--- src/rtl/usb_host_txn_ctrl_if.sv ---
// Transaction request/completion and packet-FSM start/done signals of the host transaction sequencer.
// master = sequencer side, slave = top-level controller plus packet FSMs.
interface usb_host_txn_ctrl_if;
  logic       txn_start;
  logic       txn_read;
  logic       busy;
  logic       txn_done;
  logic       txn_success;
  logic       txn_abort;
  logic [3:0] attempt_cnt;
  logic       tok_start;
  logic [3:0] tok_pid;
  logic       tok_done;
  logic       dat_start;
  logic       dat_done;
  logic       hs_start;
  logic [3:0] hs_pid;
  logic       hs_done;
  logic       rd_start;
  logic       rd_done;
  logic       rd_success;
  logic       rd_fail;
  logic       ra_start;
  logic       ra_ack;
  logic       ra_nak;
  logic       ra_fail;

  modport master (
    input  txn_start, txn_read, tok_done, dat_done, hs_done,
           rd_done, rd_success, rd_fail, ra_ack, ra_nak, ra_fail,
    output busy, txn_done, txn_success, txn_abort, attempt_cnt,
           tok_start, tok_pid, dat_start, hs_start, hs_pid, rd_start, ra_start
  );

  modport slave (
    output txn_start, txn_read, tok_done, dat_done, hs_done,
           rd_done, rd_success, rd_fail, ra_ack, ra_nak, ra_fail,
    input  busy, txn_done, txn_success, txn_abort, attempt_cnt,
           tok_start, tok_pid, dat_start, hs_start, hs_pid, rd_start, ra_start
  );
endinterface

--- src/rtl/usb_host_txn_ctrl.sv ---
// Host USB transaction sequencer: drives token/data/handshake packet FSMs, retries, watchdog.
// All outputs registered; start pulses occupy the first cycle of the state they launch.
module usb_host_txn_ctrl #(
  parameter int MAX_ATTEMPTS = 3,
  parameter int WDOG_CYC     = 1023
) (
  input  logic                 clk,
  input  logic                 rst_l,
  usb_host_txn_ctrl_if.master  bus
);

  localparam logic [2:0] S_IDLE     = 3'd0;
  localparam logic [2:0] S_TOKEN    = 3'd1;
  localparam logic [2:0] S_OUT_DATA = 3'd2;
  localparam logic [2:0] S_OUT_HS   = 3'd3;
  localparam logic [2:0] S_IN_DATA  = 3'd4;
  localparam logic [2:0] S_IN_HS    = 3'd5;
  localparam logic [2:0] S_RETRY    = 3'd6;
  localparam logic [2:0] S_DONE     = 3'd7;

  localparam logic [3:0] PID_OUT = 4'b0001;
  localparam logic [3:0] PID_IN  = 4'b1001;
  localparam logic [3:0] PID_ACK = 4'b0010;
  localparam logic [3:0] PID_NAK = 4'b1010;

  localparam logic [15:0] WDOG_LAST = 16'(WDOG_CYC - 1);
  localparam logic [3:0]  ATT_MAX   = 4'(MAX_ATTEMPTS);

  logic [2:0]  state;
  logic [2:0]  nxt;
  logic [15:0] wdog;
  logic        txn_rd;
  logic        wd_exp;
  logic        entering;
  logic        waiting;
  logic        end_ok;
  logic        end_abort;

  assign wd_exp   = (wdog == WDOG_LAST);
  assign entering = (nxt != state);
  assign waiting  = (state == S_TOKEN) || (state == S_OUT_DATA) || (state == S_OUT_HS) ||
                    (state == S_IN_DATA) || (state == S_IN_HS);

  // Qualifying inputs are tested before the watchdog so a late answer still wins.
  always_comb begin
    nxt       = state;
    end_ok    = 1'b0;
    end_abort = 1'b0;
    case (state)
      S_IDLE:     if (bus.txn_start) nxt = S_TOKEN;
      S_TOKEN: begin
        if (bus.tok_done)  nxt = txn_rd ? S_IN_DATA : S_OUT_DATA;
        else if (wd_exp) begin nxt = S_DONE; end_abort = 1'b1; end
      end
      S_OUT_DATA: begin
        if (bus.dat_done)  nxt = S_OUT_HS;
        else if (wd_exp) begin nxt = S_DONE; end_abort = 1'b1; end
      end
      S_OUT_HS: begin
        if (bus.ra_nak || bus.ra_fail) nxt = S_RETRY;
        else if (bus.ra_ack) begin nxt = S_DONE; end_ok = 1'b1; end
        else if (wd_exp)     begin nxt = S_DONE; end_abort = 1'b1; end
      end
      S_IN_DATA: begin
        if (bus.rd_fail)       nxt = S_RETRY;
        else if (bus.rd_done)  nxt = S_IN_HS;
        else if (wd_exp) begin nxt = S_DONE; end_abort = 1'b1; end
      end
      S_IN_HS: begin
        if (bus.hs_done) begin
          if (bus.hs_pid == PID_ACK) begin nxt = S_DONE; end_ok = 1'b1; end
          else nxt = S_RETRY;
        end else if (wd_exp) begin nxt = S_DONE; end_abort = 1'b1; end
      end
      S_RETRY:    nxt = (bus.attempt_cnt == ATT_MAX) ? S_DONE : S_TOKEN;
      S_DONE:     nxt = S_IDLE;
      default:    nxt = S_IDLE;
    endcase
  end

  always_ff @(posedge clk or negedge rst_l) begin
    if (!rst_l) begin
      state           <= S_IDLE;
      wdog            <= '0;
      txn_rd          <= 1'b0;
      bus.busy        <= 1'b0;
      bus.txn_done    <= 1'b0;
      bus.txn_success <= 1'b0;
      bus.txn_abort   <= 1'b0;
      bus.attempt_cnt <= '0;
      bus.tok_start   <= 1'b0;
      bus.tok_pid     <= '0;
      bus.dat_start   <= 1'b0;
      bus.hs_start    <= 1'b0;
      bus.hs_pid      <= '0;
      bus.rd_start    <= 1'b0;
      bus.ra_start    <= 1'b0;
    end else begin
      state           <= nxt;
      bus.busy        <= (nxt != S_IDLE);
      bus.tok_start   <= entering && (nxt == S_TOKEN);
      bus.dat_start   <= entering && (nxt == S_OUT_DATA);
      bus.ra_start    <= entering && (nxt == S_OUT_HS);
      bus.rd_start    <= entering && (nxt == S_IN_DATA);
      bus.hs_start    <= entering && (nxt == S_IN_HS);
      bus.txn_done    <= entering && (nxt == S_DONE);
      bus.txn_success <= entering && (nxt == S_DONE) && end_ok;
      bus.txn_abort   <= entering && (nxt == S_DONE) && end_abort;

      if (entering)     wdog <= '0;
      else if (waiting) wdog <= wdog + 16'd1;

      if (state == S_IDLE && bus.txn_start) begin
        txn_rd          <= bus.txn_read;
        bus.tok_pid     <= bus.txn_read ? PID_IN : PID_OUT;
        bus.attempt_cnt <= 4'd1;
      end
      if (state == S_RETRY && nxt == S_TOKEN)
        bus.attempt_cnt <= bus.attempt_cnt + 4'd1;
      if (state == S_IN_DATA && bus.rd_done && !bus.rd_fail)
        bus.hs_pid <= bus.rd_success ? PID_ACK : PID_NAK;
    end
  end

endmodule
--- src/flat_wrapper.sv ---
// flat-port wrapper written by rule: the top's interface ports become plain ports
module usb_host_txn_ctrl_flat 
#(
  parameter int MAX_ATTEMPTS = 3,
  parameter int WDOG_CYC     = 1023
)
  (clk, rst_l, bus_txn_start, bus_txn_read, bus_tok_done, bus_dat_done, bus_hs_done, bus_rd_done, bus_rd_success, bus_rd_fail, bus_ra_ack, bus_ra_nak, bus_ra_fail, bus_busy, bus_txn_done, bus_txn_success, bus_txn_abort, bus_attempt_cnt, bus_tok_start, bus_tok_pid, bus_dat_start, bus_hs_start, bus_hs_pid, bus_rd_start, bus_ra_start);
  usb_host_txn_ctrl_if bus_i ();
  input  logic clk;
  input  logic rst_l;
  input wire logic [$bits(bus_i.txn_start)-1:0] bus_txn_start;
  input wire logic [$bits(bus_i.txn_read)-1:0] bus_txn_read;
  input wire logic [$bits(bus_i.tok_done)-1:0] bus_tok_done;
  input wire logic [$bits(bus_i.dat_done)-1:0] bus_dat_done;
  input wire logic [$bits(bus_i.hs_done)-1:0] bus_hs_done;
  input wire logic [$bits(bus_i.rd_done)-1:0] bus_rd_done;
  input wire logic [$bits(bus_i.rd_success)-1:0] bus_rd_success;
  input wire logic [$bits(bus_i.rd_fail)-1:0] bus_rd_fail;
  input wire logic [$bits(bus_i.ra_ack)-1:0] bus_ra_ack;
  input wire logic [$bits(bus_i.ra_nak)-1:0] bus_ra_nak;
  input wire logic [$bits(bus_i.ra_fail)-1:0] bus_ra_fail;
  output wire logic [$bits(bus_i.busy)-1:0] bus_busy;
  output wire logic [$bits(bus_i.txn_done)-1:0] bus_txn_done;
  output wire logic [$bits(bus_i.txn_success)-1:0] bus_txn_success;
  output wire logic [$bits(bus_i.txn_abort)-1:0] bus_txn_abort;
  output wire logic [$bits(bus_i.attempt_cnt)-1:0] bus_attempt_cnt;
  output wire logic [$bits(bus_i.tok_start)-1:0] bus_tok_start;
  output wire logic [$bits(bus_i.tok_pid)-1:0] bus_tok_pid;
  output wire logic [$bits(bus_i.dat_start)-1:0] bus_dat_start;
  output wire logic [$bits(bus_i.hs_start)-1:0] bus_hs_start;
  output wire logic [$bits(bus_i.hs_pid)-1:0] bus_hs_pid;
  output wire logic [$bits(bus_i.rd_start)-1:0] bus_rd_start;
  output wire logic [$bits(bus_i.ra_start)-1:0] bus_ra_start;
  assign bus_i.txn_start = bus_txn_start;
  assign bus_i.txn_read = bus_txn_read;
  assign bus_i.tok_done = bus_tok_done;
  assign bus_i.dat_done = bus_dat_done;
  assign bus_i.hs_done = bus_hs_done;
  assign bus_i.rd_done = bus_rd_done;
  assign bus_i.rd_success = bus_rd_success;
  assign bus_i.rd_fail = bus_rd_fail;
  assign bus_i.ra_ack = bus_ra_ack;
  assign bus_i.ra_nak = bus_ra_nak;
  assign bus_i.ra_fail = bus_ra_fail;
  assign bus_busy = bus_i.busy;
  assign bus_txn_done = bus_i.txn_done;
  assign bus_txn_success = bus_i.txn_success;
  assign bus_txn_abort = bus_i.txn_abort;
  assign bus_attempt_cnt = bus_i.attempt_cnt;
  assign bus_tok_start = bus_i.tok_start;
  assign bus_tok_pid = bus_i.tok_pid;
  assign bus_dat_start = bus_i.dat_start;
  assign bus_hs_start = bus_i.hs_start;
  assign bus_hs_pid = bus_i.hs_pid;
  assign bus_rd_start = bus_i.rd_start;
  assign bus_ra_start = bus_i.ra_start;
  usb_host_txn_ctrl #(.MAX_ATTEMPTS(MAX_ATTEMPTS), .WDOG_CYC(WDOG_CYC)) u_core (.clk(clk), .rst_l(rst_l), .bus(bus_i));
endmodule
--- config.mk ---
export PLATFORM = sky130hd
export DESIGN_NAME = usb_host_txn_ctrl_flat
export DESIGN_NICKNAME = d
export VERILOG_FILES = /design/src/rtl/usb_host_txn_ctrl_if.sv /design/src/rtl/usb_host_txn_ctrl.sv /design/src/flat_wrapper.sv
export SDC_FILE = /design/constraint.sdc
export NUM_CORES = 1
export LEC_CHECK = 0
export CAP_MARGIN = 30
export CORE_MARGIN = 8
export CORE_UTILIZATION = 45
export CTS_CLUSTER_DIAMETER = 30
export CTS_CLUSTER_SIZE = 40
export DETAILED_ROUTE_END_ITERATION = 7
export DONT_BUFFER_PORTS = 1
export HOLD_SLACK_MARGIN = 0.15
export PLACE_DENSITY = 0.62
export SKIP_CTS_REPAIR_TIMING = 1
export SYNTH_ARGS = -nofsm -noshare
export SYNTH_HDL_FRONTEND = slang
export SYNTH_SLANG_ARGS = --single-unit
--- constraint.sdc ---
create_clock -name clk -period 2.5 [get_ports clk]
set_input_delay 0.375 -clock clk [delete_from_list [all_inputs] [get_ports clk]]
set_output_delay 0.375 -clock clk [all_outputs]
set_load 0.02 [all_outputs]
==> results of run 1 <==
==> layer usage <==
metal / track usage [%] / share of wire, % / vias to the layer above
li1: - / - / 822
met1: 17.5 / 45 / 821
met2: 22.0 / 46 / 46
met3: 4.83 / 6.8 / 8
met4: 5.99 / 1.8 / 0
met5: 0 / 0 / -
==> state kept, by name, summed over array words and instances (netlist names) <==
register	cells
u_core.bus.attempt_cnt	4
u_core.bus.busy	1
u_core.bus.dat_start	1
u_core.bus.hs_pid	2
u_core.bus.hs_start	1
u_core.bus.ra_start	1
u_core.bus.rd_start	1
u_core.bus.tok_pid	1
u_core.bus.tok_start	1
u_core.bus.txn_abort	1
u_core.bus.txn_done	1
u_core.bus.txn_success	1
u_core.state	3
u_core.txn_rd	1
u_core.wdog	16
==> synth_stat cells, types with 3 or more instances <==
cell type	count	area (um^2)
nor2_1	18	67.6
dfrtp_1	36	901
xor2_1	10	87.6
ha_1	3	37.5
or2_2	3	18.8
nand2_1	17	63.8
buf_2	5	25.0
nand4_1	9	56.3
buf_4	5	37.5
o21ai_0	10	50.1
nand3_1	8	40.0
o21a_1	3	22.5
nor3_1	8	40.0
inv_1	7	26.3
or4_1	3	22.5
nor2b_1	5	31.3
xnor2_1	5	43.8
a21oi_1	10	50.1
nor2_2	10	62.6
nand2b_1	5	31.3
and3_1	3	18.8
mux2_2	3	33.8
==> cell type report <==
type	count	area, um^2
clock buffer	6	72.6
clock inverter	1	5.00
fill	438	2310
inverter	8	30.0
multi-input combinational	176	1160
sequential	36	901
tap	54	67.6
timing repair buffer	11	110
==> worst max path at each step <==
stage                                           from                                     to  slack [ps]
2_1_floorplan  u_core.bus.attempt_cnt[0]$_DFFE_PN0P_  u_core.bus.attempt_cnt[0]$_DFFE_PN0P_         280
3_3_place_gp              u_core.wdog[0]$_DFFE_PN0P_  u_core.bus.attempt_cnt[3]$_DFFE_PN0P_         140
3_5_place_dp              u_core.wdog[0]$_DFFE_PN0P_  u_core.bus.attempt_cnt[3]$_DFFE_PN0P_         140
4_1_cts                   u_core.wdog[0]$_DFFE_PN0P_  u_core.bus.attempt_cnt[3]$_DFFE_PN0P_         120
5_1_grt                   u_core.wdog[0]$_DFFE_PN0P_  u_core.bus.attempt_cnt[3]$_DFFE_PN0P_         -20
6_report                   u_core.state[0]$_DFF_PN0_            u_core.wdog[13]$_DFFE_PN0P_         140
==> stage by stage <==
step | utilization (%) | cell area [um^2] | instances
detailed placement | 47.8 | 2230 | 283
CTS | 49.5 | 2310 | 290
finish | 50.4 | 2350 | 292
floorplan | - | 2160 | 233
global placement | 47.8 | 2230 | 283
global route | 50.4 | 2350 | 292
==> critical path: cells and delay by family, from the launching register on <==
| kind | cells | cell delay [ps] |
|---|---|---|
| compound gates | 2 | 260 |
| buf+inv | 1 | 230 |
| flops | 1 | 480 |
| simple gates | 4 | 1320 |
==> power breakdown <==
part | switching (mW) | leakage, nW | internal, mW
clock network | 0.196 | 0.0410 | 0.189
registers | 0.197 | 0.472 | 0.705
logic | 0.802 | 0.434 | 0.511
==> cells by family after synthesis <==
kind of cell | after synthesis | share of synthesized area (%)
XOR/XNOR | 15 | 6.11
AO/OA/AOI/OAI | 38 | 11.6
AND/OR/NAND/NOR | 112 | 31.2
flip-flops | 36 | 41.9
buffers and inverters | 21 | 5.18
other | 1 | 0.174
multiplexers | 4 | 2.04
adder cells (fa/ha/maj) | 3 | 1.75
==> impl_metrics.csv, run 1 <==
group,metric,value,unit
clock_tree,clkTransAtPathRegs,70,ps
logic_synthesis,synthFlopType,"dfrtp_1",
sta,period_share,94.4,%
sta,fmax,424,MHz
grt,grtUsageTotal,14.2,%
run,cap_violations,0,
sta,worst_pin_slew,557,ps
final_layout,layout_common_cells,"36 x dfrtp_1, 18 x nor2_1, 17 x nand2_1",
drt,drtIter0Drc,174,
grt,grt-ovfl-total,0,
sta,finalCriticalPeriod,2360,ps
floorplanning,core-area,0.00466,mm^2
sta,skew,4.12,ps
final_layout,nets,254,
drt,drc,0,
final_layout,syn_to_final_growth,9.19,%
logic_synthesis,yosysSeqAreaShare,41.9,%
sta,setup_slack,141,ps
sta,fin_hold_ws,197,ps
critical_path,rr_startpoint,"u_core.state[0]$_DFF_PN0_",
power_and_ir_drop,p_per_area,1110,mW/mm^2
logic_synthesis,syn_area,0.00215,mm^2
critical_path,arrival,2580,ps
logic_synthesis,ys_types,58,
grt,grt_pass1_wl,8220,um
power_and_ir_drop,power.total,2.60,mW
sta,rsz0062_at_grt,"yes",
sta,hold_viol,0,
logic_synthesis,synth.avg_cell_area,9.35,um^2
grt,grt_max_degree,37,
logic_synthesis,yosys_warnings,0,
drt,wire_per_inst,16.8,um
placement,place_ws,144,ps
clock_tree,tritoncts.num_buffers,5,
placement,port_buffers,0,
run_status,status,"finished, final reports clean",
drt,dr.pass1.iters,4,
clock_tree,clkSinkCount,36,
critical_path,crit_type,"register to register",
grt,grt_pass1_vias,1634,
clock_tree,cts_buffer_depth,2,
critical_path,cp_data_required_time,2720,ps
critical_path,slowest_stage,"or4b_4",
critical_path,slowest_delay,610,ps
critical_path,reg2reg_slack,140,ps
clock_tree,insertion_delay,290,ps
drt,viasPerCell,5.81,
floorplanning,ioPinCount,34,
clock_tree,cts_max_level,2,
hold_path,min_to,"u_core.bus.hs_pid[3]$_DFFE_PN0P_",
logic_synthesis,synth_seq_cells,36,
floorplanning,die_h,85.1,um
hold_path,hold_class,"primary input to register",
grt,antenna_found_initial,0,
sta,tns,0,ps
sta,slew_headroom,62.7,%
clock_tree,cts-root-buf,"clkbuf_8",
sta,slew_viol_final,0,
final_layout,drive_gt1_share,18.5,%
final_layout,final_common_cell,"dfrtp_1",
floorplanning,initial_core_util,46.1,%
critical_path,path_cells,"or4b_4 > a2bb2oi_2 > o22ai_1 > nor4_4 > nand2_4 > buf_4 > nor2_1",
drt,num_vias,1697,
logic_synthesis,async_flop_share,100,%
placement,hpwl,3630,um
sta,setup_viol,0,
critical_path,worstSetupEndpointType,"register",
power_and_ir_drop,irDropWorstVdd,0.418,mV
floorplanning,rows,25,
floorplanning,dieArea,0.00725,mm^2
floorplanning,die_x,85.1,um
drt,wl,4910,um
critical_path,start_kind,"register",
placement,gp_congestion,0.949,
power_and_ir_drop,power_leakage,0.947,nW
logic_synthesis,syn-instance-count,230,
critical_path,critPathMaxFanout,11,
drt,ant_nets,0,
critical_path,reg2reg_to,"u_core.wdog[13]$_DFFE_PN0P_",
hold_path,min_path_cells,1,
hold_path,min_from,"bus_rd_success",
clock_tree,cts_tree,"done",
critical_path,r2r_cells,7,
logic_synthesis,synth_edf_count,0,
final_layout,diodes,0,
Note: power is estimated with default switching activity, not from simulation.
==> run 2: changes to the inputs <==
--- a/config.mk
+++ b/config.mk
@@ -7,3 +7,4 @@
 export LEC_CHECK = 0
-export CAP_MARGIN = 30
+export ABC_CLOCK_PERIOD_IN_PS = 2500
+export CAP_MARGIN = 20
 export CORE_MARGIN = 8
==> constraint.sdc (replaced) <==
create_clock -name clk -period 2.5 [get_ports clk]
set_input_delay 0.125 -clock clk [delete_from_list [all_inputs] [get_ports clk]]
set_output_delay 0.125 -clock clk [all_outputs]
set_load 0.02 [all_outputs]
==> impl_metrics.csv, run 2 (synthesis gave the netlist of run 1 again) <==
group,metric,value,unit
drt,wl,5030,um
power_and_ir_drop,p_per_area,1080,mW/mm^2
placement,port_buffers,0,
final_layout,top_regs,"u_core.wdog x16, u_core.bus.attempt_cnt x4, u_core.state x3",
grt,grt_pass1_wl,8220,um
power_and_ir_drop,irDropWorstVdd,0.463,mV
grt,grtUsageTotal,14.2,%
floorplanning,rows,25,
run_status,status,"finished, final reports clean",
final_layout,layout_common_cells,"36 x dfrtp_1, 18 x nor2_1, 17 x nand2_1",
sta,rsz0062_at_grt,"yes",
sta,slew_viol_final,0,
critical_path,critPathMaxFanout,11,
sta,slew_headroom,62.2,%
final_layout,diodes,0,
clock_tree,clkSinkCount,36,
critical_path,crit_type,"register to register",
drt,top_layer,"met4",
drt,wl_met1,2290,um
critical_path,arrival,2580,ps
floorplanning,die_x,85.1,um
drt,dr.pass1.iters,4,
floorplanning,core-area,0.00466,mm^2
final_layout,syn_to_final_growth,12.4,%
critical_path,reg2reg_to,"u_core.wdog[14]$_DFFE_PN0P_",
clock_tree,clkTransAtPathRegs,70,ps
floorplanning,dieArea,0.00725,mm^2
clock_tree,cts-root-buf,"clkbuf_8",
sta,setup_viol,0,
hold_path,min_from,"bus_rd_fail",
critical_path,reg2reg_slack,140,ps
placement,gp_congestion,0.949,
drt,drtIter0Drc,181,
final_layout,regMostFlops,"u_core.wdog",
drt,met2WireLength,2330,um
sta,hold_viol,0,
clock_tree,tritoncts.num_buffers,5,
grt,grt_max_degree,37,
final_layout,instances_no_fill,299,
floorplanning,die_h,85.1,um
hold_path,min_path_cells,3,
final_layout,largest_register_ffs,16,
run,cap_violations,0,
drt,ant_nets,0,
power_and_ir_drop,power.total,2.62,mW
floorplanning,initial_core_util,46.1,%
critical_path,cp_data_required_time,2720,ps
sta,worst_pin_slew,560,ps
clock_tree,cts_max_level,2,
clock_tree,insertion_delay,290,ps
critical_path,worstSetupEndpointType,"register",
clock_tree,cts_tree,"done",
clock_tree,cts_buffer_depth,2,
final_layout,final_common_cell,"dfrtp_1",
hold_path,hold_class,"primary input to register",
grt,grt_pass1_vias,1634,
sta,fmax,424,MHz
sta,period_share,94.4,%
power_and_ir_drop,power_leakage,0.975,nW
drt,num_vias,1754,
floorplanning,ioPinCount,34,
placement,dp.cells,283,
critical_path,start_kind,"register",
drt,drc,0,
drt,wire_per_inst,16.8,um
hold_path,min_to,"u_core.bus.hs_pid[1]$_DFFE_PN0P_",
grt,grt-ovfl-total,0,
drt,viasPerCell,5.87,
final_layout,nets,261,
grt,antenna_found_initial,0,
final_layout,drive_gt1_share,18.0,%
sta,finalCriticalPeriod,2360,ps
sta,skew,4.50,ps
critical_path,rr_startpoint,"u_core.state[0]$_DFF_PN0_",
placement,hpwl,3630,um
critical_path,r2r_cells,7,
drt,wl_met3,313,um
[run 2: changes by cell type in the layout (fill, tap and decap cells not counted), sizes merged]
cell         change
dlygate4sd3      +7
[run 2: final cells by class]
type	instances	area [um^2]
Clock buffer	6	72.6
Clock inverter	1	5.00
Sequential cell	36	901
Timing Repair Buffer	18	180
Tap cell	54	67.6
Multi-Input combinational cell	176	1160
Fill cell	430	2240
Inverter	8	30.0
[run 2: per-layer routing]
metal,vias to the layer above,track usage (%)
met5,-,0
met4,0,5.99
met3,8,4.83
met1,846,17.5
met2,60,22.0
li1,840,-
[run 2: power breakdown]
part | internal [mW] | total [mW] | switching [mW]
clock | 0.189 | 0.385 | 0.196
combinational | 0.527 | 1.33 | 0.806
sequential | 0.705 | 0.903 | 0.198
[run 2: worst max-delay path by stage]
stage | start | to | slack [ps]
finish | u_core.state[0]$_DFF_PN0_ | u_core.wdog[14]$_DFFE_PN0P_ | 140
global route | u_core.wdog[0]$_DFFE_PN0P_ | u_core.bus.attempt_cnt[3]$_DFFE_PN0P_ | -20
CTS | u_core.wdog[0]$_DFFE_PN0P_ | u_core.bus.attempt_cnt[3]$_DFFE_PN0P_ | 120
detailed placement | u_core.wdog[0]$_DFFE_PN0P_ | u_core.bus.attempt_cnt[3]$_DFFE_PN0P_ | 140
global placement | u_core.wdog[0]$_DFFE_PN0P_ | u_core.bus.attempt_cnt[3]$_DFFE_PN0P_ | 140
floorplan | u_core.bus.attempt_cnt[0]$_DFFE_PN0P_ | u_core.bus.attempt_cnt[0]$_DFFE_PN0P_ | 280
[run 2: worst max-delay path, stage by stage, from the launching register on]
cell	delay, ps
dfrtp_1	480
or4b_4	610
a2bb2oi_2	140
o22ai_1	120
nor4_4	400
nand2_4	200
buf_4	230
nor2_1	110
[run 2: stage by stage]
step | area, um^2 | util, % | TNS [ps] | hold slack, ps | setup slack (ps)
after global routing | 2420 | 51.9 | -24.8 | 189 | -24.8
after floorplan | 2160 | - | 0 | -171 | 284
after CTS | 2310 | 49.5 | 0 | -483 | 119
final | 2420 | 51.9 | 0 | 153 | 141
after detailed placement | 2230 | 47.8 | 0 | -169 | 144
after global placement | 2230 | 47.8 | 0 | -169 | 144
